### config.mk
export PLATFORM = sky130hd
export DESIGN_NAME = pc_reg
export DESIGN_NICKNAME = d
export VERILOG_FILES = /design/src/rtl/pc_reg_pkg.sv /design/src/rtl/pc_reg.sv
export SDC_FILE = /design/constraint.sdc
export NUM_CORES = 1
export LEC_CHECK = 0
export ABC_AREA = 1
export BUFFER_PORTS_ARGS = -buffer_cell sky130_fd_sc_hd__buf_4
export CAP_MARGIN = 5
export CORE_ASPECT_RATIO = 0.6
export CORE_UTILIZATION = 49
export CTS_CLUSTER_SIZE = 10
export DETAILED_ROUTE_END_ITERATION = 12
export PLACE_DENSITY = 0.87
export SLEW_MARGIN = 20
export SYNTH_ARGS = -nofsm -noshare
export SYNTH_HDL_FRONTEND = slang
export SYNTH_SLANG_ARGS = --single-unit
### constraint.sdc
create_clock -name clk -period 3.6 [get_ports clk]
set_clock_uncertainty 0.15 [all_clocks]
set_input_delay 0.54 -clock clk [delete_from_list [all_inputs] [get_ports clk]]
set_output_delay 0.54 -clock clk [all_outputs]
set_load 0.01 [all_outputs]
### src/rtl/pc_reg_pkg.sv
// Shared core constants and types for the RV32I fetch-stage program counter.
package pc_reg_pkg;

    localparam int unsigned CORE_XLEN           = 32;
    localparam logic [31:0] CORE_RESET_VECTOR   = 32'h0000_0000;
    localparam int unsigned INSTR_BYTES         = 4;

    typedef logic [CORE_XLEN-1:0] addr_t;

endpackage

### src/rtl/pc_reg.sv
// Program-counter register: synchronous active-low reset, load-enable stall,
// combinational sequential successor and alignment flag.
module pc_reg
    import pc_reg_pkg::*;
#(
    parameter int unsigned      XLEN         = CORE_XLEN,
    parameter logic [XLEN-1:0]  RESET_VECTOR = XLEN'(CORE_RESET_VECTOR)
) (
    input  logic            clk,
    input  logic            reset,
    input  logic            en,
    input  logic [XLEN-1:0] next_pc,
    output logic [XLEN-1:0] pc,
    output logic [XLEN-1:0] pc_plus4,
    output logic            misaligned
);

    always_ff @(posedge clk) begin
        if (!reset) begin
            pc <= RESET_VECTOR;
        end else if (en) begin
            pc <= next_pc;
        end
    end

    // Wraps modulo 2^XLEN; bits [1:0] of next_pc are never masked.
    assign pc_plus4   = pc + XLEN'(INSTR_BYTES);
    assign misaligned = (pc[1:0] != 2'b00);

endmodule

==> results.toml, run 1 <==
[logic_synthesis]
post_synth_instance_area_mm2 = 0.00192
netlist.area_leader.share = 0.333
post_synth_main_area_contributors = "sky130_fd_sc_hd__dfxtp_1 (33%), sky130_fd_sc_hd__nand2_1 (16%), sky130_fd_sc_hd__nor2_1 (15%), sky130_fd_sc_hd__o21ai_0 (8.3%), sky130_fd_sc_hd__xor2_1 (5.0%)"
synth_seq_cells = 32
synthesis.nets = 344
synthesis.instances = 308
ys_warn_count = 0
syn_avg_cell_area_um2 = 6.24
seq_area_frac_synth = 0.333
synth_area_leader_cell = "sky130_fd_sc_hd__dfxtp_1"
synth_cell_types = 20

[worst_setup_path]
criticalPathCategory = "reg -> out"
critical_path.most_common_cell = "sky130_fd_sc_hd__nor2_2"
worst_ep_required_time_ns = 2.91
worstPathCellList = "ha_1 > nand2_1 > nor2_2 > nand2_2 > nor2_2 > xor2_1 > buf_4"
crit_path_top_delay_cell = "sky130_fd_sc_hd__dfxtp_1"
endpoint_kind = "output pin"
cpPeakStageDelay_ns = 0.37
setup.worst_path.start_class = "flop"
cp_max_fanout = 4
critical_path_arrival_ns = 1.83

[timing]
report.final.hold_viol_count = 0
worst_slew_pin_slew_ns = 0.621
maxClockFrequency_ghz = 0.397
final_max_slew_viol_count = 0
timing.final.ws_setup_ns = 1.08
post_route_fraction_of_the_period_consumed_by_the_critical_path = 0.699
setup_tns_ns = 0
maxSlewHeadroom = 0.586
final_setup_vio_count = 0
rsz_0062_raised_after_global_routing = "false"
min_period_ns = 2.52

[flow_run]
cap_viol_max_count = 0

[detailed_routing]
drt_pass1_iterations = 4
wl_mm = 5.56
wire_per_inst_um = 12.3
drt_iter0_markers = 144
via_total_after_detailed_routing = 2205
postRouteAntennaNets = 0
detail_route.vias_per_cell = 4.89
post-route-drc-count = 0

[power_and_ir_drop]
max-vdd-ir-drop_v = 0.000278
power.density_mw_per_mm2 = 327
power_leakage_nw = 1.34

[cells_and_area]
fin_util = 0.748
area.growth.synth_to_final_pct = 44.0
design.final.nets = 439
filler_cell_count = 330
largest_register_ff_count = 32
post_route_cells_drive_above_1_share = 0.307
antennaDiodeCount = 0

[floorplan]
design.core.area_mm2 = 0.00370
effective_utilization_at_floorplan = 0.520
die-width_um = 82.9
top_level_ports = 100
fp.dieArea_mm2 = 0.00419
die_height_um = 50.5
num_rows = 17

[clock_network]
clock_sink_count = 32
cts_post_setup_buffers_inserted = 0
cts_tree = "done"
post_cts_hold_buffer_count = 0
cts_root_buffer = "sky130_fd_sc_hd__clkbuf_8"
numCtsBuffers = 5
cts_max_level = 2
number_of_buffers_on_the_longest_clock_path = 2
worst_setup_hold_path_clk_slew_ns = 0.07
cts_resized = 0
clk-insertion-delay-late_ns = 0.28

[global_routing]
grt_start_max_net_pins = 41
grtUsageTotal = 0.278
grt_overflow = 0
grt_pass1_vias = 1942
global_route_wire_length_before_repair_mm = 9.08
antenna_violations_before_repair = 0

[place]
placement.io_buffers = 99
dp_worst_setup_slack_ns = 1.42
place.gp.congestion = 0.898
post-dp-hpwl_mm = 4.32

[run_status]
run_status = "completed"

[worst_hold_path]
min-delay-path-class = "in -> reg"
-- power by group --
part           internal (mW)  switching [mW]  leakage, nW
Combinational          0.110          0.0958         1.02
Clock                  0.152           0.131       0.0510
Sequential             0.379          0.0373        0.266
Total                  0.641           0.264         1.34
-- per-layer routing --
layer,GRT usage,vias to the layer above,part of all wire
li1,-,1154,-
met1,0.384,944,0.47
met2,0.415,103,0.41
met3,0.0872,4,0.11
met4,0.0805,0,0.0076
met5,0,-,0
-- path summary, 6_finish.rpt --
check                                    end  cells past startpoint  slack (ns)        from
worst max-delay path            pc_plus4[18]                      7        1.08       pc[3]
worst min-delay path                   pc[4]                      3        0.32  next_pc[4]
worst max register to register         pc[5]                      2        2.69       pc[5]
worst min register to register        pc[31]                      2        0.35      pc[31]
-- layout by cell type, fill, tap and decap left out --
master,Yosys,routed
sky130_fd_sc_hd__buf_4,2,99
sky130_fd_sc_hd__nand2_1,81,81
sky130_fd_sc_hd__nor2_1,79,79
sky130_fd_sc_hd__o21ai_0,32,32
sky130_fd_sc_hd__dfxtp_1,32,32
sky130_fd_sc_hd__inv_1,16,15
sky130_fd_sc_hd__xor2_1,11,11
sky130_fd_sc_hd__a21oi_1,8,8
sky130_fd_sc_hd__nand3_1,7,7
sky130_fd_sc_hd__nand3b_1,7,7
sky130_fd_sc_hd__nor2_2,6,6
sky130_fd_sc_hd__clkbuf_8,0,6
sky130_fd_sc_hd__nor2_4,4,4
sky130_fd_sc_hd__xnor2_1,4,4
sky130_fd_sc_hd__nand2_2,3,3
sky130_fd_sc_hd__and2_1,3,3
sky130_fd_sc_hd__inv_2,1,2
sky130_fd_sc_hd__clkinv_2,0,2
sky130_fd_sc_hd__nand2_4,1,1
sky130_fd_sc_hd__or2_2,1,1
sky130_fd_sc_hd__ha_1,1,1
-- metrics by stage --
stage          instance area [µm²]  power (mW)  hold slack (ns)  instances
6_report                      2770       0.906            0.324        451
3_5_place_dp                  2680       0.630            0.337        443
2_1_floorplan                 1920       0.507            0.350        308
3_3_place_gp                  2680       0.627            0.322        443
4_1_cts                       2770       0.911            0.325        451
5_1_grt                       2770       0.955            0.327        451
-- area by class of cell --
| cell class | instances | area, µm² | share of cell area |
|---|---|---|---|
| Multi-Input combinational cell | 248 | 1170 | 0.423 |
| Clock inverter | 2 | 10.0 | 0.00361 |
| Inverter | 17 | 63.8 | 0.0230 |
| Clock buffer | 6 | 82.6 | 0.0298 |
| Tap cell | 47 | 58.8 | 0.0212 |
| Timing Repair Buffer | 99 | 743 | 0.268 |
| Sequential cell | 32 | 641 | 0.231 |
-- cell usage after synthesis --
| cell | count |
|---|---|
| sky130_fd_sc_hd__dfxtp_1 | 32 |
| sky130_fd_sc_hd__nor2_4 | 4 |
| sky130_fd_sc_hd__nand3_1 | 7 |
| sky130_fd_sc_hd__or2_2 | 1 |
| sky130_fd_sc_hd__inv_2 | 1 |
| sky130_fd_sc_hd__and2_1 | 3 |
| sky130_fd_sc_hd__o21ai_0 | 32 |
| sky130_fd_sc_hd__nor2_1 | 79 |
| sky130_fd_sc_hd__nand2_4 | 1 |
| sky130_fd_sc_hd__buf_4 | 2 |
| sky130_fd_sc_hd__clkbuf_1 | 9 |
| sky130_fd_sc_hd__xnor2_1 | 4 |
| sky130_fd_sc_hd__xor2_1 | 11 |
| sky130_fd_sc_hd__nand3b_1 | 7 |
| sky130_fd_sc_hd__nor2_2 | 6 |
| sky130_fd_sc_hd__inv_1 | 16 |
| sky130_fd_sc_hd__nand2_1 | 81 |
| sky130_fd_sc_hd__a21oi_1 | 8 |
| sky130_fd_sc_hd__ha_1 | 1 |
| sky130_fd_sc_hd__nand2_2 | 3 |
-- cell families (layout without fill, tap and decap cells) --
group                    Yosys count  after routing  share of synthesized area
flip-flops                        32             32                      0.333
adder cells (fa/ha/maj)            1              1                    0.00651
XOR/XNOR                          15             15                     0.0683
AND/OR/NAND/NOR                  192            192                      0.429
AO/OA/AOI/OAI                     40             40                      0.104
buffers and inverters             28            124                     0.0586
-- worst max-delay path, delay by kind of cell (launching register included) --
| family | cells | cell delay, ns |
|---|---|---|
| XOR/XNOR | 1 | 0.20 |
| adder cells (fa/ha/maj) | 1 | 0.23 |
| buffers and inverters | 1 | 0.15 |
| flip-flops | 1 | 0.37 |
| AND/OR/NAND/NOR | 4 | 0.59 |
No activity file was read; power rests on OpenSTA's default activity.
==> run 2, diff against run 1 <==
--- a/config.mk
+++ b/config.mk
@@ -9,10 +9,10 @@
 export BUFFER_PORTS_ARGS = -buffer_cell sky130_fd_sc_hd__buf_4
 export CAP_MARGIN = 5
 export CORE_ASPECT_RATIO = 0.6
-export CORE_UTILIZATION = 49
+export CORE_UTILIZATION = 45
 export CTS_CLUSTER_SIZE = 10
 export DETAILED_ROUTE_END_ITERATION = 12
-export PLACE_DENSITY = 0.87
+export PLACE_DENSITY = 0.81
 export SLEW_MARGIN = 20
 export SYNTH_ARGS = -nofsm -noshare
 export SYNTH_HDL_FRONTEND = slang
==> constraint.sdc (replaced) <==
create_clock -name clk -period 2.4 [get_ports clk]
set_clock_uncertainty 0.15 [all_clocks]
set_input_delay 0.36 -clock clk [delete_from_list [all_inputs] [get_ports clk]]
set_output_delay 0.36 -clock clk [all_outputs]
set_load 0.01 [all_outputs]
==> results.toml, run 2 (synthesis results as in run 1) <==
[run_status]
run_status = "completed"

[worst_hold_path]
min-delay-path-class = "in -> reg"

[power_and_ir_drop]
post-layout-total-power_mw = 1.31
power_leakage_nw = 1.34
share_clk_of_total_power = 0.281
pwr-share-seq = 0.477
power.density_mw_per_mm2 = 469
combPwrFrac = 0.242
max-vdd-ir-drop_v = 0.000321
p_int_uw = 925
power.share.switching = 0.296
p_switching_uw = 390

[cells_and_area]
area.growth.synth_to_final_pct = 45.7
largest_register_ff_count = 32
most-common-layout-cells = "sky130_fd_sc_hd__buf_4 (100), sky130_fd_sc_hd__nand2_1 (81), sky130_fd_sc_hd__nor2_1 (79), sky130_fd_sc_hd__o21ai_0 (32), sky130_fd_sc_hd__dfxtp_1 (32)"
most_common_cell_after_layout_fill_and_taps_aside = "sky130_fd_sc_hd__buf_4"
regArea_um2 = 641
multi_input_comb_area_mm2 = 0.00119
design.final.nets = 441
filler_cell_count = 350
post_route_cells_drive_above_1_share = 0.305
design_area_mm2 = 0.00280
antennaDiodeCount = 0

[clock_network]
numCtsBuffers = 5
clock_sink_count = 32
worst_setup_hold_path_clk_slew_ns = 0.06
cts_root_buffer = "sky130_fd_sc_hd__clkbuf_8"
cts_post_setup_buffers_inserted = 0
cts_tree = "done"
clk-insertion-delay-late_ns = 0.28
cts_max_level = 2
number_of_buffers_on_the_longest_clock_path = 2

[place]
placed_cell_area_mm2 = 0.00272
placement.io_buffers = 99
place.gp.congestion = 0.879
post-dp-hpwl_mm = 4.61

[worst_setup_path]
worst_ep_required_time_ns = 1.89
cp_max_fanout = 4
endpoint_kind = "output pin"
criticalPathCategory = "reg -> out"
critical_path_arrival_ns = 1.78
setup.worst_path.start_class = "flop"

[detailed_routing]
postRouteAntennaNets = 0
drt_pass1_iterations = 4
post-route-drc-count = 0
wire_per_inst_um = 13.0
via_total_after_detailed_routing = 2277
wl_mm = 5.98
detail_route.vias_per_cell = 4.95
drt_iter0_markers = 114

[floorplan]
die_height_um = 52.6
top_level_ports = 100
die-width_um = 86.4
design.core.area_mm2 = 0.00387
fp.dieArea_mm2 = 0.00455
effective_utilization_at_floorplan = 0.497
num_rows = 17

[global_routing]
global_route_wire_length_before_repair_mm = 9.43
antenna_violations_before_repair = 0
grt_pass1_vias = 1947
grt_start_max_net_pins = 33
grt_overflow = 0
grtUsageTotal = 0.274

[timing]
min_period_ns = 2.29
maxClockFrequency_ghz = 0.438
maxSlewHeadroom = 0.794
worst_slew_pin_slew_ns = 0.309
post_route_fraction_of_the_period_consumed_by_the_critical_path = 0.952
final_max_slew_viol_count = 0
report.final.hold_viol_count = 0
final_setup_vio_count = 0

[flow_run]
cap_viol_max_count = 0
run 2: power by group through the flow:
stage | Clock, mW | Sequential (mW) | Combinational [mW]
3_5_place_dp | 0 | 0.637 | 0.317
4_1_cts | 0.369 | 0.626 | 0.319
3_3_place_gp | 0 | 0.635 | 0.313
6_report | 0.369 | 0.628 | 0.318
2_1_floorplan | 0 | 0.637 | 0.123
5_1_grt | 0.405 | 0.634 | 0.348
run 2: per-layer routing:
metal  share of wire  vias up  wire length [µm]  global-route usage
met4          0.0064        0                38              0.0694
li1                -     1152                 -                   -
met5               0        -                 0                   0
met1            0.49     1017              2930               0.388
met3           0.093        7               557              0.0724
met2            0.41      101              2450               0.411
run 2: cell type report:
type	instances	share of cell area
tap	57	0.0254
multi-input combinational	248	0.424
clock buffer	5	0.0246
inverter	17	0.0228
sequential	32	0.229
timing repair buffer	101	0.275
run 2: path summary, 6_finish.rpt:
| path | from | endpoint | slack, ns | cells past startpoint |
|---|---|---|---|---|
| max | pc[3] | pc_plus4[20] | 0.11 | 9 |
| min | next_pc[9] | pc[9] | 0.15 | 3 |
| max reg2reg | pc[15] | pc[15] | 1.49 | 2 |
| min reg2reg | pc[31] | pc[31] | 0.35 | 2 |
run 2: per-stage QoR:
step	setup TNS, ns	utilization	setup WS, ns	hold slack (ns)	cells
floorplan	0	-	0.553	0.345	308
global placement	0	0.702	0.474	0.326	455
detailed placement	0	0.702	0.385	0.338	455
CTS	0	0.719	0.0765	0.150	460
global route	-0.00830	0.724	-0.00830	0.149	460
finish	0	0.724	0.114	0.149	460
run 2: timing repair:
item / in CTS / in global routing
setup endpoints to repair: 0 / 7
endpoints found under the hold margin: 0 / 0
resized for setup: 0 / 4
hold buffers: 0 / 0
run 2: critical path, stage by stage (launching register included):
cell and delay [ns]:
sky130_fd_sc_hd__dfxtp_1 0.40, sky130_fd_sc_hd__ha_2 0.24, sky130_fd_sc_hd__nand2_1 0.10, sky130_fd_sc_hd__nor2_4 0.14, sky130_fd_sc_hd__nand2_2 0.14, sky130_fd_sc_hd__nor2_2 0.18
sky130_fd_sc_hd__nand2_1 0.07, sky130_fd_sc_hd__nand2_1 0.05, sky130_fd_sc_hd__nand2_1 0.04, sky130_fd_sc_hd__buf_4 0.13
